[src/rtl/mp5_pkg.sv]
// Shared types and sizing for the mp5 stage ingress path.
package mp5_pkg;

  localparam int unsigned NUM_PIPELINES = 4;
  localparam int unsigned FIFO_SIZE     = 8;
  localparam int unsigned FIFO_ID_W     = $clog2(NUM_PIPELINES);
  localparam int unsigned ADDR_W        = $clog2(FIFO_SIZE);

  typedef struct packed {
    logic        phantom;
    logic [15:0] id;
    logic [15:0] ts;
    logic [7:0]  payload;
  } Packet;

  typedef struct packed {
    logic  valid;
    Packet pkt;
  } FIFO_Entry;

  typedef struct packed {
    Packet                pkt;
    logic [FIFO_ID_W-1:0] fifo_id;
  } Entry;

  // Reservation left behind by a phantom push: where its real twin must go.
  typedef struct packed {
    logic                 valid;
    logic [15:0]          tag;
    logic [FIFO_ID_W-1:0] fifo_id;
    logic [ADDR_W-1:0]    addr;
  } MapEntry;

  typedef enum logic [1:0] {
    ST_IDLE,
    ST_PUSH,
    ST_CAPTURE
  } state_e;

endpackage

[src/rtl/mp5_phantom_ctrl_if.sv]
// Crossbar-to-controller handshake plus controller-to-stage command bus.
interface mp5_phantom_ctrl_if #(
  parameter int unsigned NUM_PIPELINES = mp5_pkg::NUM_PIPELINES,
  parameter int unsigned FIFO_SIZE     = mp5_pkg::FIFO_SIZE
);
  import mp5_pkg::*;

  logic                             in_valid;
  logic                             in_ready;
  Packet                            in_pkt;
  logic [$clog2(NUM_PIPELINES)-1:0] in_fifo_id;
  logic [NUM_PIPELINES-1:0]         full_in;
  logic [15:0]                      pkt_id_in;
  logic [$clog2(FIFO_SIZE)-1:0]     pkt_addr_in;
  logic                             push_out;
  logic                             insert_out;
  logic [$clog2(FIFO_SIZE)-1:0]     addr_out;
  logic [$clog2(NUM_PIPELINES)-1:0] fifo_id_out;
  Packet                            pkt_out;

  // Environment side: crossbar source and stage sink.
  modport master (
    output in_valid, in_pkt, in_fifo_id, full_in, pkt_id_in, pkt_addr_in,
    input  in_ready, push_out, insert_out, addr_out, fifo_id_out, pkt_out
  );

  // Controller side.
  modport slave (
    input  in_valid, in_pkt, in_fifo_id, full_in, pkt_id_in, pkt_addr_in,
    output in_ready, push_out, insert_out, addr_out, fifo_id_out, pkt_out
  );

endinterface

[src/rtl/mp5_addr_map.sv]
// Direct-indexed id->slot map with one combinational read port and one
// write port; a write with valid=0 is a clear. Tracks the number of live entries.
module mp5_addr_map
  import mp5_pkg::*;
#(
  parameter int unsigned MAP_DEPTH = 16
) (
  input  logic                         clk,
  input  logic                         rst,
  input  logic [$clog2(MAP_DEPTH)-1:0] i_ridx,
  output MapEntry                      o_rentry,
  input  logic                         i_we,
  input  logic [$clog2(MAP_DEPTH)-1:0] i_widx,
  input  MapEntry                      i_wentry,
  output logic [$clog2(MAP_DEPTH):0]   o_count
);

  localparam int unsigned IDX_W = $clog2(MAP_DEPTH);

  MapEntry          r_map [MAP_DEPTH];
  logic [IDX_W:0]   r_count;
  logic [IDX_W:0]   w_count_nxt;
  logic             w_old_valid;

  assign o_rentry    = r_map[i_ridx];
  assign o_count     = r_count;
  assign w_old_valid = r_map[i_widx].valid;

  // Count follows valid-bit transitions of the written entry.
  always_comb begin
    w_count_nxt = r_count;
    if (i_we && i_wentry.valid && !w_old_valid) begin
      w_count_nxt = r_count + (IDX_W+1)'(1);
    end else if (i_we && !i_wentry.valid && w_old_valid) begin
      w_count_nxt = r_count - (IDX_W+1)'(1);
    end
  end

  // Map storage and live-entry counter.
  always_ff @(posedge clk) begin
    if (rst) begin
      for (int unsigned i = 0; i < MAP_DEPTH; i++) begin
        r_map[i] <= '0;
      end
      r_count <= '0;
    end else begin
      if (i_we) begin
        r_map[i_widx] <= i_wentry;
      end
      r_count <= w_count_nxt;
    end
  end

endmodule

[src/rtl/mp5_phantom_ctrl.sv]
// Per-stage ingress controller: phantoms reserve a FIFO slot via push and
// remember its address; the matching real packet is later inserted there.
module mp5_phantom_ctrl
  import mp5_pkg::*;
#(
  parameter int unsigned NUM_PIPELINES = mp5_pkg::NUM_PIPELINES,
  parameter int unsigned FIFO_SIZE     = mp5_pkg::FIFO_SIZE,
  parameter int unsigned MAP_DEPTH     = 16
) (
  input  logic                       clk,
  input  logic                       rst,
  mp5_phantom_ctrl_if.slave          bus,
  output logic [$clog2(MAP_DEPTH):0] map_count,
  output logic                       err_id_mismatch
);

  localparam int unsigned IDX_W = $clog2(MAP_DEPTH);
  localparam int unsigned FID_W = $clog2(NUM_PIPELINES);
  localparam int unsigned AW    = $clog2(FIFO_SIZE);

  state_e           r_state, w_state_nxt;
  logic             r_push, w_push_nxt;
  logic             r_insert, w_insert_nxt;
  logic [AW-1:0]    r_addr, w_addr_nxt;
  logic [FID_W-1:0] r_fifo_id, w_fifo_id_nxt;
  Packet            r_pkt, w_pkt_nxt;
  logic [15:0]      r_exp_id, w_exp_id_nxt;
  logic             r_err, w_err_nxt;

  logic [IDX_W-1:0] w_idx;
  MapEntry          w_rd;
  logic             w_hit;
  logic             w_full;
  logic             w_ready;
  logic             w_we;
  logic [IDX_W-1:0] w_widx;
  MapEntry          w_wentry;

  assign w_idx  = bus.in_pkt.id[IDX_W-1:0];
  assign w_hit  = w_rd.valid && (w_rd.tag == bus.in_pkt.id);
  assign w_full = bus.full_in[bus.in_fifo_id];

  mp5_addr_map #(
    .MAP_DEPTH(MAP_DEPTH)
  ) u_map (
    .clk      (clk),
    .rst      (rst),
    .i_ridx   (w_idx),
    .o_rentry (w_rd),
    .i_we     (w_we),
    .i_widx   (w_widx),
    .i_wentry (w_wentry),
    .o_count  (map_count)
  );

  // Next-state, ready, command and map-write decode.
  always_comb begin
    w_state_nxt   = r_state;
    w_push_nxt    = 1'b0;
    w_insert_nxt  = 1'b0;
    w_addr_nxt    = r_addr;
    w_fifo_id_nxt = r_fifo_id;
    w_pkt_nxt     = r_pkt;
    w_exp_id_nxt  = r_exp_id;
    w_err_nxt     = r_err;
    w_ready       = 1'b0;
    w_we          = 1'b0;
    w_widx        = w_idx;
    w_wentry      = '0;
    case (r_state)
      ST_IDLE: begin
        // A phantom must not overwrite a live reservation; a hit needs no
        // free space because it fills an already reserved slot.
        if (bus.in_pkt.phantom) begin
          w_ready = !w_full && !w_rd.valid;
        end else if (w_hit) begin
          w_ready = 1'b1;
        end else begin
          w_ready = !w_full;
        end
        if (bus.in_valid && w_ready) begin
          w_pkt_nxt = bus.in_pkt;
          if (bus.in_pkt.phantom) begin
            w_push_nxt    = 1'b1;
            w_fifo_id_nxt = bus.in_fifo_id;
            w_exp_id_nxt  = bus.in_pkt.id;
            w_state_nxt   = ST_PUSH;
          end else if (w_hit) begin
            w_insert_nxt  = 1'b1;
            w_addr_nxt    = w_rd.addr;
            w_fifo_id_nxt = w_rd.fifo_id;
            w_we          = 1'b1;
          end else begin
            w_push_nxt    = 1'b1;
            w_fifo_id_nxt = bus.in_fifo_id;
          end
        end
      end
      ST_PUSH: begin
        w_state_nxt = ST_CAPTURE;
      end
      ST_CAPTURE: begin
        w_we             = 1'b1;
        w_widx           = r_exp_id[IDX_W-1:0];
        w_wentry.valid   = 1'b1;
        w_wentry.tag     = r_exp_id;
        w_wentry.fifo_id = r_fifo_id;
        w_wentry.addr    = bus.pkt_addr_in;
        if (bus.pkt_id_in != r_exp_id) begin
          w_err_nxt = 1'b1;
        end
        w_state_nxt = ST_IDLE;
      end
      default: begin
        w_state_nxt = ST_IDLE;
      end
    endcase
  end

  // State and registered command outputs.
  always_ff @(posedge clk) begin
    if (rst) begin
      r_state   <= ST_IDLE;
      r_push    <= 1'b0;
      r_insert  <= 1'b0;
      r_addr    <= '0;
      r_fifo_id <= '0;
      r_pkt     <= '0;
      r_exp_id  <= '0;
      r_err     <= 1'b0;
    end else begin
      r_state   <= w_state_nxt;
      r_push    <= w_push_nxt;
      r_insert  <= w_insert_nxt;
      r_addr    <= w_addr_nxt;
      r_fifo_id <= w_fifo_id_nxt;
      r_pkt     <= w_pkt_nxt;
      r_exp_id  <= w_exp_id_nxt;
      r_err     <= w_err_nxt;
    end
  end

  assign bus.in_ready    = w_ready;
  assign bus.push_out    = r_push;
  assign bus.insert_out  = r_insert;
  assign bus.addr_out    = r_addr;
  assign bus.fifo_id_out = r_fifo_id;
  assign bus.pkt_out     = r_pkt;
  assign err_id_mismatch = r_err;

endmodule

[src/flat_wrapper.sv]
// flat-port wrapper written by rule: the top's interface ports become plain ports
module mp5_phantom_ctrl_flat import mp5_pkg::*;
#(
  parameter int unsigned NUM_PIPELINES = mp5_pkg::NUM_PIPELINES,
  parameter int unsigned FIFO_SIZE     = mp5_pkg::FIFO_SIZE,
  parameter int unsigned MAP_DEPTH     = 16
)
  (clk, rst, map_count, err_id_mismatch, bus_in_valid, bus_in_pkt, bus_in_fifo_id, bus_full_in, bus_pkt_id_in, bus_pkt_addr_in, bus_in_ready, bus_push_out, bus_insert_out, bus_addr_out, bus_fifo_id_out, bus_pkt_out);
  mp5_phantom_ctrl_if #(.NUM_PIPELINES(NUM_PIPELINES), .FIFO_SIZE(FIFO_SIZE)) bus_i ();
  input  logic clk;
  input  logic rst;
  output logic [$clog2(MAP_DEPTH):0] map_count;
  output logic err_id_mismatch;
  input wire logic [$bits(bus_i.in_valid)-1:0] bus_in_valid;
  input wire logic [$bits(bus_i.in_pkt)-1:0] bus_in_pkt;
  input wire logic [$bits(bus_i.in_fifo_id)-1:0] bus_in_fifo_id;
  input wire logic [$bits(bus_i.full_in)-1:0] bus_full_in;
  input wire logic [$bits(bus_i.pkt_id_in)-1:0] bus_pkt_id_in;
  input wire logic [$bits(bus_i.pkt_addr_in)-1:0] bus_pkt_addr_in;
  output wire logic [$bits(bus_i.in_ready)-1:0] bus_in_ready;
  output wire logic [$bits(bus_i.push_out)-1:0] bus_push_out;
  output wire logic [$bits(bus_i.insert_out)-1:0] bus_insert_out;
  output wire logic [$bits(bus_i.addr_out)-1:0] bus_addr_out;
  output wire logic [$bits(bus_i.fifo_id_out)-1:0] bus_fifo_id_out;
  output wire logic [$bits(bus_i.pkt_out)-1:0] bus_pkt_out;
  assign bus_i.in_valid = bus_in_valid;
  assign bus_i.in_pkt = bus_in_pkt;
  assign bus_i.in_fifo_id = bus_in_fifo_id;
  assign bus_i.full_in = bus_full_in;
  assign bus_i.pkt_id_in = bus_pkt_id_in;
  assign bus_i.pkt_addr_in = bus_pkt_addr_in;
  assign bus_in_ready = bus_i.in_ready;
  assign bus_push_out = bus_i.push_out;
  assign bus_insert_out = bus_i.insert_out;
  assign bus_addr_out = bus_i.addr_out;
  assign bus_fifo_id_out = bus_i.fifo_id_out;
  assign bus_pkt_out = bus_i.pkt_out;
  mp5_phantom_ctrl #(.NUM_PIPELINES(NUM_PIPELINES), .FIFO_SIZE(FIFO_SIZE), .MAP_DEPTH(MAP_DEPTH)) u_core (.clk(clk), .rst(rst), .bus(bus_i), .map_count(map_count), .err_id_mismatch(err_id_mismatch));
endmodule
[config.mk]
export PLATFORM = sky130hd
export DESIGN_NAME = mp5_phantom_ctrl_flat
export DESIGN_NICKNAME = d
export VERILOG_FILES = /design/src/rtl/mp5_pkg.sv /design/src/rtl/mp5_phantom_ctrl_if.sv /design/src/rtl/mp5_addr_map.sv /design/src/rtl/mp5_phantom_ctrl.sv /design/src/flat_wrapper.sv
export SDC_FILE = /design/constraint.sdc
export NUM_CORES = 1
export LEC_CHECK = 0
export ABC_AREA = 0
export CAP_MARGIN = 20
export CORE_ASPECT_RATIO = 0.6
export CORE_UTILIZATION = 45
export DETAILED_ROUTE_END_ITERATION = 12
export PLACE_DENSITY = 0.71
export REMOVE_ABC_BUFFERS = 1
export SYNTH_ARGS = -nofsm -noshare
export SYNTH_HDL_FRONTEND = slang
export SYNTH_SLANG_ARGS = --single-unit
[constraint.sdc]
create_clock -name clk -period 4.5 [get_ports clk]
set_input_delay 0.45 -clock clk [delete_from_list [all_inputs] [get_ports clk]]
set_output_delay 0.45 -clock clk [all_outputs]
set_load 0.05 [all_outputs]
==> flow_metrics.env <==
export IMPL_synth_edf_count=352
export IMPL_worstPathArrival_ps=3700
export IMPL_holdPathEnd="u_core.r_exp_id[13]"
export IMPL_cts_clk_slew_worst_paths_ps=70
export IMPL_boundaryPins=124
export IMPL_post_dp_hpwl_microns=36000
export IMPL_drt_iter0_drc=1496
export IMPL_finalCritPeriodShare_pct=92.2
export IMPL_setup_viol=0
export IMPL_dieWidth_microns=264
export IMPL_final_nets=1646
export IMPL_syn2layout_area_growth_pct=21.2
export IMPL_cp_cell_sequence="buf_6, buf_12, mux4_2, mux2i_1, xor2_1, a31oi_1, a21oi_1, nand4_1, buf_4, o21ai_0, nand2b_1, a21boi_0, buf_12"
export IMPL_hp_start="rst"
export IMPL_max_stage_delay_ps=510
export IMPL_synth_avg_cell_area_sq_um=13.3
export IMPL_drc=0
export IMPL_rr_startpoint="u_core.r_state[0]"
export IMPL_hold_violations=0
export IMPL_p_leak_nw=7.84
export IMPL_outcome="finished clean"
export IMPL_utilization_pct=55.5
export IMPL_post_synth_top_area_cell="edfxtp_1"
export IMPL_cts_tree="done"
export IMPL_ys_seq_area_share_pct=64.6
export IMPL_peakVddDrop_mv=0.232
export IMPL_drive_gt1_share_pct=14.8
export IMPL_crit_fanout=31
export IMPL_cts_made_buffers=39
export IMPL_overflow=0
export IMPL_synth_area_leaders="edfxtp_1, mux4_2, nor2_1"
export IMPL_grt_max_degree=79
export IMPL_numClockSinks=424
export IMPL_timing_hold_ws_ps=290
export IMPL_nFillCells=3231
export IMPL_drt_vias_per_instance=5.84
export IMPL_grt_pass1_vias=11894
export IMPL_tightest_slew_ps=924
export IMPL_start_util_pct=45.8
export IMPL_diodes=0
export IMPL_async_flop_share_pct=0
export IMPL_startpoint_type="primary input"
export IMPL_clock_path_buffers=3
export IMPL_grt_setup_unrepaired="no"
export IMPL_cts_htree_levels=2
export IMPL_max_clock_freq_mhz=241
export IMPL_min_path_cells=2
export IMPL_maxSlewHeadroom_pct=38.1
export IMPL_fp_row_count=57
export IMPL_yosysMostFrequentCell="nor2_1"
export IMPL_antenna_left=0
export IMPL_synth_ff_type="edfxtp_1"
export IMPL_die_h_microns=159
export IMPL_wl_per_cell_microns=25.1
export IMPL_maxCapViolations=0
export IMPL_core_area_sq_mm=0.0406
export IMPL_path_common_cell="buf_12"
export IMPL_ff2ff_path_depth=11
export IMPL_wl_microns=53600
export IMPL_track_usage_pct=25.6
export IMPL_gp_congestion=0.895
export IMPL_r2r_end="u_core.u_map.o_count[4]"
export IMPL_vias=12463
export IMPL_worstPathRequired_ps=4050
export IMPL_endpoint_kind="output pin"
export IMPL_port_buffers=123
export IMPL_setup_worst_path_start="bus_in_pkt[24]"
export IMPL_synth_warnings=0
export IMPL_slew_violations=0
export IMPL_synth_cell_area_sq_mm=0.0186
export IMPL_dr_pass1_iters=5
export IMPL_fin_crit_ps=4150
export IMPL_root_buffer="clkbuf_16"
export IMPL_ys_seq_elements=424
export IMPL_hold_path_class="in2reg"
export IMPL_dieArea_sq_mm=0.0422
export IMPL_grt_antenna_before_repair=0
export IMPL_rrSetupSlack_ps=580
export IMPL_critPathKind="in2out"
export IMPL_cellPowerDensity_mw_per_mm2=391
export IMPL_grt_pass1_wl_microns=78400
export IMPL_synth_cells=1394
export IMPL_synth_distinct_cells=62
export IMPL_synth_commonest_cells="nor2_1, edfxtp_1, mux2i_1"
export IMPL_power_mw=8.81
export IMPL_area_sequential_sq_mm=0.0120
export IMPL_crit_path_top_delay_cell="mux4_2"
export IMPL_skew_ps=29.0
export IMPL_clk_latency_ps=550
export IMPL_multi_input_area_sq_mm=0.00628
export IMPL_yosys_area_top_type_share_pct=56.9
[kinds of logic after synthesis]
group / share of synthesized area, %
buf+inv: 2.60
fa+ha+maj: 0.310
simple gates: 12.7
xor+xnor: 1.46
compound gates: 3.53
flops: 64.6
mux: 14.8
other cells: 0.0202
[per-stage QoR]
stage	area, sq um	setup WS [ps]	setup TNS [ps]	instances
after global placement	21200	126	0	2062
after global routing	22500	110	0	2133
after CTS	22500	320	0	2132
after detailed placement	21200	142	0	2062
final	22500	350	0	2133
after floorplan	18200	-2690	-118210	1330
[power breakdown]
| part | leakage (nW) | switching (mW) | internal (mW) |
|---|---|---|---|
| sequential | 4.20 | 0.0656 | 4.38 |
| clock | 0.653 | 1.46 | 2.12 |
| combinational | 2.98 | 0.453 | 0.338 |
[flip-flops by register name, indices dropped and copies added, names as in the netlist]
name                    cells
u_core.u_map.o_count        5
u_core.bus.pkt_out         41
u_core.bus.push_out         1
u_core.u_map.r_map        352
u_core.err_id_mismatch      1
u_core.bus.insert_out       1
u_core.bus.fifo_id_out      2
u_core.bus.addr_out         3
u_core.r_exp_id            16
u_core.r_state              2
[area by class of cell]
class                      instances  share of cell area [%]
timing repair buffer             202                    9.69
sequential                       424                    53.3
multi-input combinational        899                    27.9
clock inverter                    16                    1.19
inverter                           7                   0.117
tap                              531                    2.95
clock buffer                      54                    4.86
[worst max-delay path by stage]
| stage | depth (start not counted) | slack (ps) | endpoint |
|---|---|---|---|
| final | 13 | 350 | bus_in_ready |
| after global routing | 12 | 110 | bus_in_ready |
| after CTS | 12 | 320 | bus_in_ready |
| after detailed placement | 13 | 140 | u_core.u_map.r_map[14][12] |
| after global placement | 13 | 130 | u_core.u_map.r_map[14][14] |
| after floorplan | 9 | -2690 | u_core.bus.pkt_out[0] |
[critical path, delay by kind of cell]
kind                   cells  cell delay, ps
AO/OA/AOI/OAI              4             920
XOR/XNOR                   1             310
buffers and inverters      4            1030
multiplexers               2             680
AND/OR/NAND/NOR            2             240
[layout by cell type, fill, tap and decap left out, types with 4 or more instances in the layout]
cell / count
a211oi_1: 4
a21o_1: 19
a21oi_1: 11
a22o_1: 5
a22oi_1: 15
and2_1: 5
buf_12: 30
buf_2: 4
buf_4: 49
bufinv_16: 7
clkbuf_1: 11
clkbuf_16: 41
clkdlybuf4s50_1: 117
conb_1: 32
dfxtp_1: 72
edfxtp_1: 352
inv_1: 7
mux2i_1: 97
mux4_2: 78
nand2_1: 89
nand2b_1: 6
nand3_1: 7
nand3b_1: 5
nand4_1: 5
nor2_1: 408
nor2b_1: 8
nor4_1: 5
o21ai_0: 5
xnor2_1: 8
xor2_1: 23
[layer usage]
metal	vias to the layer above	routed length (microns)	global-route usage, %
met5	-	0	0
met1	6172	22800	38.9
met4	0	1120	6.69
met2	798	22600	35.8
li1	5410	-	-
met3	83	7150	7.55
[what timing repair did]
item                                    4_1_cts  5_1_grt
hold buffers                                  0        0
resized for setup                             0        1
endpoints found under the setup margin        0        1
endpoints found under the hold margin         0        0
setup buffers                                 0        0
Note: power is estimated with default switching activity, not from simulation.
